$ cat src/rtl/adder_arbiter.sv
// adder_arbiter: round-robin arbiter sharing one registered sign-magnitude adder among NUM_REQ requesters.
// Define ADDER_ARBITER_SAT_EN to saturate same-sign magnitude overflow instead of wrapping it.
module adder_arbiter #(
    parameter int N       = 16,
    parameter int NUM_REQ = 4
) (
    input  logic                       clk,
    input  logic                       rst,
    input  logic [NUM_REQ-1:0]         req_valid,
    output logic [NUM_REQ-1:0]         req_ready,
    input  logic [NUM_REQ*N-1:0]       req_a,
    input  logic [NUM_REQ*N-1:0]       req_b,
    output logic                       rsp_valid,
    input  logic                       rsp_ready,
    output logic [N-1:0]               rsp_data,
    output logic [$clog2(NUM_REQ)-1:0] rsp_id
);

    localparam int IDW = $clog2(NUM_REQ);
    localparam int M   = N - 1;
`ifdef ADDER_ARBITER_SAT_EN
    localparam bit SAT = 1'b1;
`else
    localparam bit SAT = 1'b0;
`endif

    typedef enum logic {
        IDLE,
        RESP
    } state_t;

    state_t         r_state;
    state_t         w_stateNext;
    logic [IDW-1:0] r_ptr;
    logic [IDW-1:0] r_rspId;
    logic [N-1:0]   r_rspData;

    logic [IDW-1:0] w_grantIdx;
    logic           w_grantValid;
    int             w_scanIdx;
    logic           w_accept;
    logic [IDW-1:0] w_ptrNext;

    logic [N-1:0]   w_opA;
    logic [N-1:0]   w_opB;
    logic [M-1:0]   w_magA;
    logic [M-1:0]   w_magB;
    logic [M:0]     w_magSum;
    logic           w_carry;
    logic [M-1:0]   w_magRes;
    logic           w_signRes;
    logic [N-1:0]   w_sum;

    // Scan requesters starting at r_ptr; the first valid one in that order wins.
    always_comb begin
        w_grantValid = 1'b0;
        w_grantIdx   = '0;
        w_scanIdx    = 0;
        for (int k = 0; k < NUM_REQ; k++) begin
            w_scanIdx = int'(r_ptr) + k;
            if (w_scanIdx >= NUM_REQ) begin
                w_scanIdx = w_scanIdx - NUM_REQ;
            end
            if (!w_grantValid && req_valid[w_scanIdx]) begin
                w_grantValid = 1'b1;
                w_grantIdx   = IDW'(w_scanIdx);
            end
        end
    end

    assign w_opA     = req_a[int'(w_grantIdx)*N +: N];
    assign w_opB     = req_b[int'(w_grantIdx)*N +: N];
    assign w_magA    = w_opA[M-1:0];
    assign w_magB    = w_opB[M-1:0];
    assign w_magSum  = {1'b0, w_magA} + {1'b0, w_magB};
    assign w_carry   = w_magSum[M];
    assign w_ptrNext = (w_grantIdx == IDW'(NUM_REQ - 1)) ? '0 : w_grantIdx + 1'b1;

    // Sign-magnitude add; a zero magnitude always comes out with a positive sign.
    always_comb begin
        w_magRes  = '0;
        w_signRes = 1'b0;
        if (w_opA[N-1] == w_opB[N-1]) begin
            w_signRes = w_opA[N-1];
            w_magRes  = (SAT && w_carry) ? {M{1'b1}} : w_magSum[M-1:0];
        end else if (w_magA >= w_magB) begin
            w_signRes = w_opA[N-1];
            w_magRes  = w_magA - w_magB;
        end else begin
            w_signRes = w_opB[N-1];
            w_magRes  = w_magB - w_magA;
        end
        w_sum = {w_signRes && (w_magRes != '0), w_magRes};
    end

    always_comb begin
        w_stateNext = r_state;
        req_ready   = '0;
        w_accept    = 1'b0;
        case (r_state)
            IDLE: begin
                if (!rst && w_grantValid) begin
                    req_ready[w_grantIdx] = 1'b1;
                    w_accept              = 1'b1;
                    w_stateNext           = RESP;
                end
            end
            RESP: begin
                if (rsp_ready) begin
                    w_stateNext = IDLE;
                end
            end
        endcase
    end

    always_ff @(posedge clk) begin
        if (rst) begin
            r_state   <= IDLE;
            r_ptr     <= '0;
            r_rspData <= '0;
            r_rspId   <= '0;
        end else begin
            r_state <= w_stateNext;
            if (w_accept) begin
                r_rspData <= w_sum;
                r_rspId   <= w_grantIdx;
                r_ptr     <= w_ptrNext;
            end
        end
    end

    assign rsp_valid = (r_state == RESP);
    assign rsp_data  = r_rspData;
    assign rsp_id    = r_rspId;

endmodule

$ cat config.mk
export PLATFORM = sky130hd
export DESIGN_NAME = adder_arbiter
export DESIGN_NICKNAME = d
export VERILOG_FILES = /design/src/rtl/adder_arbiter.sv
export SDC_FILE = /design/constraint.sdc
export NUM_CORES = 1
export LEC_CHECK = 0
export ABC_AREA = 1
export CORE_ASPECT_RATIO = 0.75
export CORE_UTILIZATION = 53
export DETAILED_ROUTE_END_ITERATION = 10
export PLACE_DENSITY = 0.95
export RECOVER_POWER = 50
export SYNTH_ARGS = -nofsm -noshare
export SYNTH_HDL_FRONTEND = slang
export SYNTH_SLANG_ARGS = --single-unit
$ cat constraint.sdc
create_clock -name clk -period 11.8 [get_ports clk]
set_clock_uncertainty 0.1 [all_clocks]
set_input_delay 1.18 -clock clk [delete_from_list [all_inputs] [get_ports clk]]
set_output_delay 1.18 -clock clk [all_outputs]
set_load 0.02 [all_outputs]
==> metrics.csv <==
stage,metric,value,unit
die,row_count,30,
grt,antenna_violations_before_repair,0,
outcome,failing_checks,"max-capacitance violations, max-slew violations",
die,chip_height,86.35,um
finish,layout_overhead_on_the_synthesized_area,32.35,%
finish,antenna-diode-count,0,
timing,max_freq,116.4,MHz
logic_synthesis,synth_warnings,0,
grt,grt.busiest_layer,met2,
logic_synthesis,syn-num-nets,1083,
timing,finalWorstSetupSlack,3.207,ns
cts,cts_buffers,3,
die,placeableCoreArea,9121,um2
worst_setup_path,worst_path_max_delay_cell,sky130_fd_sc_hd__nand2_1,
logic_synthesis,synth-edff-count,0,
cts,root_buffer,sky130_fd_sc_hd__clkbuf_16,
finish,final_cells,1151,
logic_synthesis,netlist_top_cells_area,"sky130_fd_sc_hd__nand2_1, sky130_fd_sc_hd__ha_1, sky130_fd_sc_hd__nor2_1, sky130_fd_sc_hd__inv_1, sky130_fd_sc_hd__dfxtp_1",
worst_setup_path,worstSetupStartpoint,req_valid[3],
detailed_routing,routed_via_density,5.327,
cts,htree_levels,1,
logic_synthesis,post-synth-top-area-cell,sky130_fd_sc_hd__nand2_1,
logic_synthesis,synth_cell_types,45,
cts,clkTransAtPathRegs,0.06,ns
logic_synthesis,syn_avg_cell_area,5.598,um2
timing,total_of_endpoints_with_negative_setup_slack_in_the_final_report,0,
detailed_routing,detail_route.first_pass.iterations,5,
logic_synthesis,synth-seq-area-share,8.362,%
logic_synthesis,post_synth_instance_area,5027,um2
worst_setup_path,criticalPathCategory,in2reg,
detailed_routing,drc,0,
timing,fin_crit_sh,72.82,%
finish,final_net_count,1209,
cts,clock_path_buffers,2,
timing,max_slew_margin,-38.99,%
logic_synthesis,synth_top_area_share,17.17,%
worst_setup_path,cp_common_cell,sky130_fd_sc_hd__nand2_1,
grt,grt_max_degree,70,
die,floorplan.initialDensity,55.12,%
worst_setup_path,maximum_fanout_count_along_the_critical_path,69,
timing,tightest_slew,2.080,ns
worst_setup_path,endpoint_kind,flip-flop,
timing,timing_max_transition_violations_final,136,
flow_run,maxCapViolations,2,
finish,layout.cells.most_common_list,"sky130_fd_sc_hd__nand2_1, sky130_fd_sc_hd__nor2_1, sky130_fd_sc_hd__clkdlybuf4s50_1, sky130_fd_sc_hd__inv_1, sky130_fd_sc_hd__or2_2",
logic_synthesis,ys_dominant_reg_cell,sky130_fd_sc_hd__dfxtp_1,
die,top_level_ports,158,
timing,period_minus_slack,8.593,ns
detailed_routing,first_iter_violations,622,
min_path,min_path_type,reg2reg,
detailed_routing,num_vias,6131,
grt,grt_pass1_vias,5563,
place,buffer_ports.inserted,157,
grt,grt.met2_usage,55.54,%
grt,grt.met1_usage,41.78,%
logic_synthesis,synth.ff_latch_count,21,
min_path,hp-start,rsp_data[0],
grt,wire_length_of_the_first_global_routing_pass,25520,um
worst_setup_path,setup.worst_path.start_class,input pin,
place,placed_cells,1147,
finish,share_of_cells_above_drive_strength_1,7.625,%
timing,timing_hold_violations_final,0,
detailed_routing,antenna_violating_nets_post_route,0,
cts,tritoncts,done,
worst_setup_path,crit-reg2reg-launch,r_ptr[0],
cts,cts_num_sinks,21,
worst_setup_path,crit_arrival,8.62,ns
cts,worst_skew_late_latency,0.26,ns
die,fp.dieW,114.5,um
timing,grt_setup_unrepaired,false,
cts,postCtsSetupBuffers,0,
grt,overflow,0,
cts,cts_resized,0,
outcome,run_status,"complete, but fails checks",
grt,grt_usage,32.20,%
finish,layout_commonest_cell,sky130_fd_sc_hd__nand2_1,
die,die_area,9883,um2
worst_setup_path,critPathRequiredTime,11.83,ns
logic_synthesis,post_synthesis_cells,898,
timing,setup-tns-final,0,ns
place,gpl.final_weighted_congestion,1.005,
place,place_worst_setup_slack,4.464,ns
grt,globalRouteMet3Util,6.434,%
detailed_routing,routedWlPerCell,14.00,um
cts,post_cts_hold_buffer_count,0,
detailed_routing,routed_wl,16110,um
place,dpl.hpwl,13070,um
logic_synthesis,ys_async_sr_fraction,0,%
worst_setup_path,max_stage_delay,1.39,ns
## layer usage
metal  wire (um)  vias to the layer above
li1            -                     3066
met1        7061                     2735
met2        7147                      304
met3        1660                       26
met4         245                        0
met5           0                        -
## synthesized netlist by cell type (all sizes together), types with 3 or more instances
library cell and number:
a21o 4, a21oi 42, a31oi 3, a32oi 29, buf 13, clkbuf 24
clkinv 3, dfxtp 21, fa 3, ha 47, inv 133, nand2 243
nand3 46, nand4 3, nor2 140, nor3 5, o211ai 3, o21ai 33
or2 50, xor2 38
## through the flow
| step | hold WS (ns) | util (%) | cell area, um2 |
|---|---|---|---|
| 6_report | 0.3674 | 72.95 | 6654 |
| 5_1_grt | 0.3995 | 72.95 | 6654 |
| 4_1_cts | 0.3715 | 73.11 | 6669 |
| 3_5_place_dp | 0.3625 | 72.24 | 6589 |
| 2_1_floorplan | 0.4382 | - | 5027 |
| 3_3_place_gp | 0.3603 | 72.24 | 6589 |
## cell families after synthesis
| family | after synthesis | share of synthesized area, % |
|---|---|---|
| simple gates | 490 | 42.38 |
| buf+inv | 173 | 13.74 |
| compound gates | 125 | 15.83 |
| fa+ha+maj | 50 | 12.89 |
| xor+xnor | 39 | 6.794 |
| flops | 21 | 8.362 |
## final timing paths
kind,end,depth (start not counted),slack [ns]
worst max-delay path,rsp_data[15],34,3.21
worst min-delay path,rsp_data[0],2,0.37
worst max register to register,rsp_data[15],34,3.98
worst min register to register,rsp_data[0],2,0.37
## flip-flops by register name (all words and copies together) (netlist names)
register,flops
rsp_valid,1
rsp_data,16
rsp_id,2
r_ptr,2
## critical path, delay by kind of cell
family                     cells  cell delay [ns]
buffers and inverters          6             2.21
adders and majority gates      1             0.41
and+or+nand+nor               24             4.13
AOI/OAI and AO/OA              3             0.63
## cell type report
cell class                 count  area, um2
clock buffer                   3      75.07
clock inverter                 1      5.005
fill                         777       2467
tap                          128      160.2
inverter                     136      513.0
sequential                    21      420.4
timing repair buffer         158       1579
multi-input combinational    704       3901
Power is not shown: default switching activity piles up to over one toggle a cycle in this logic, so the estimate is an artifact.
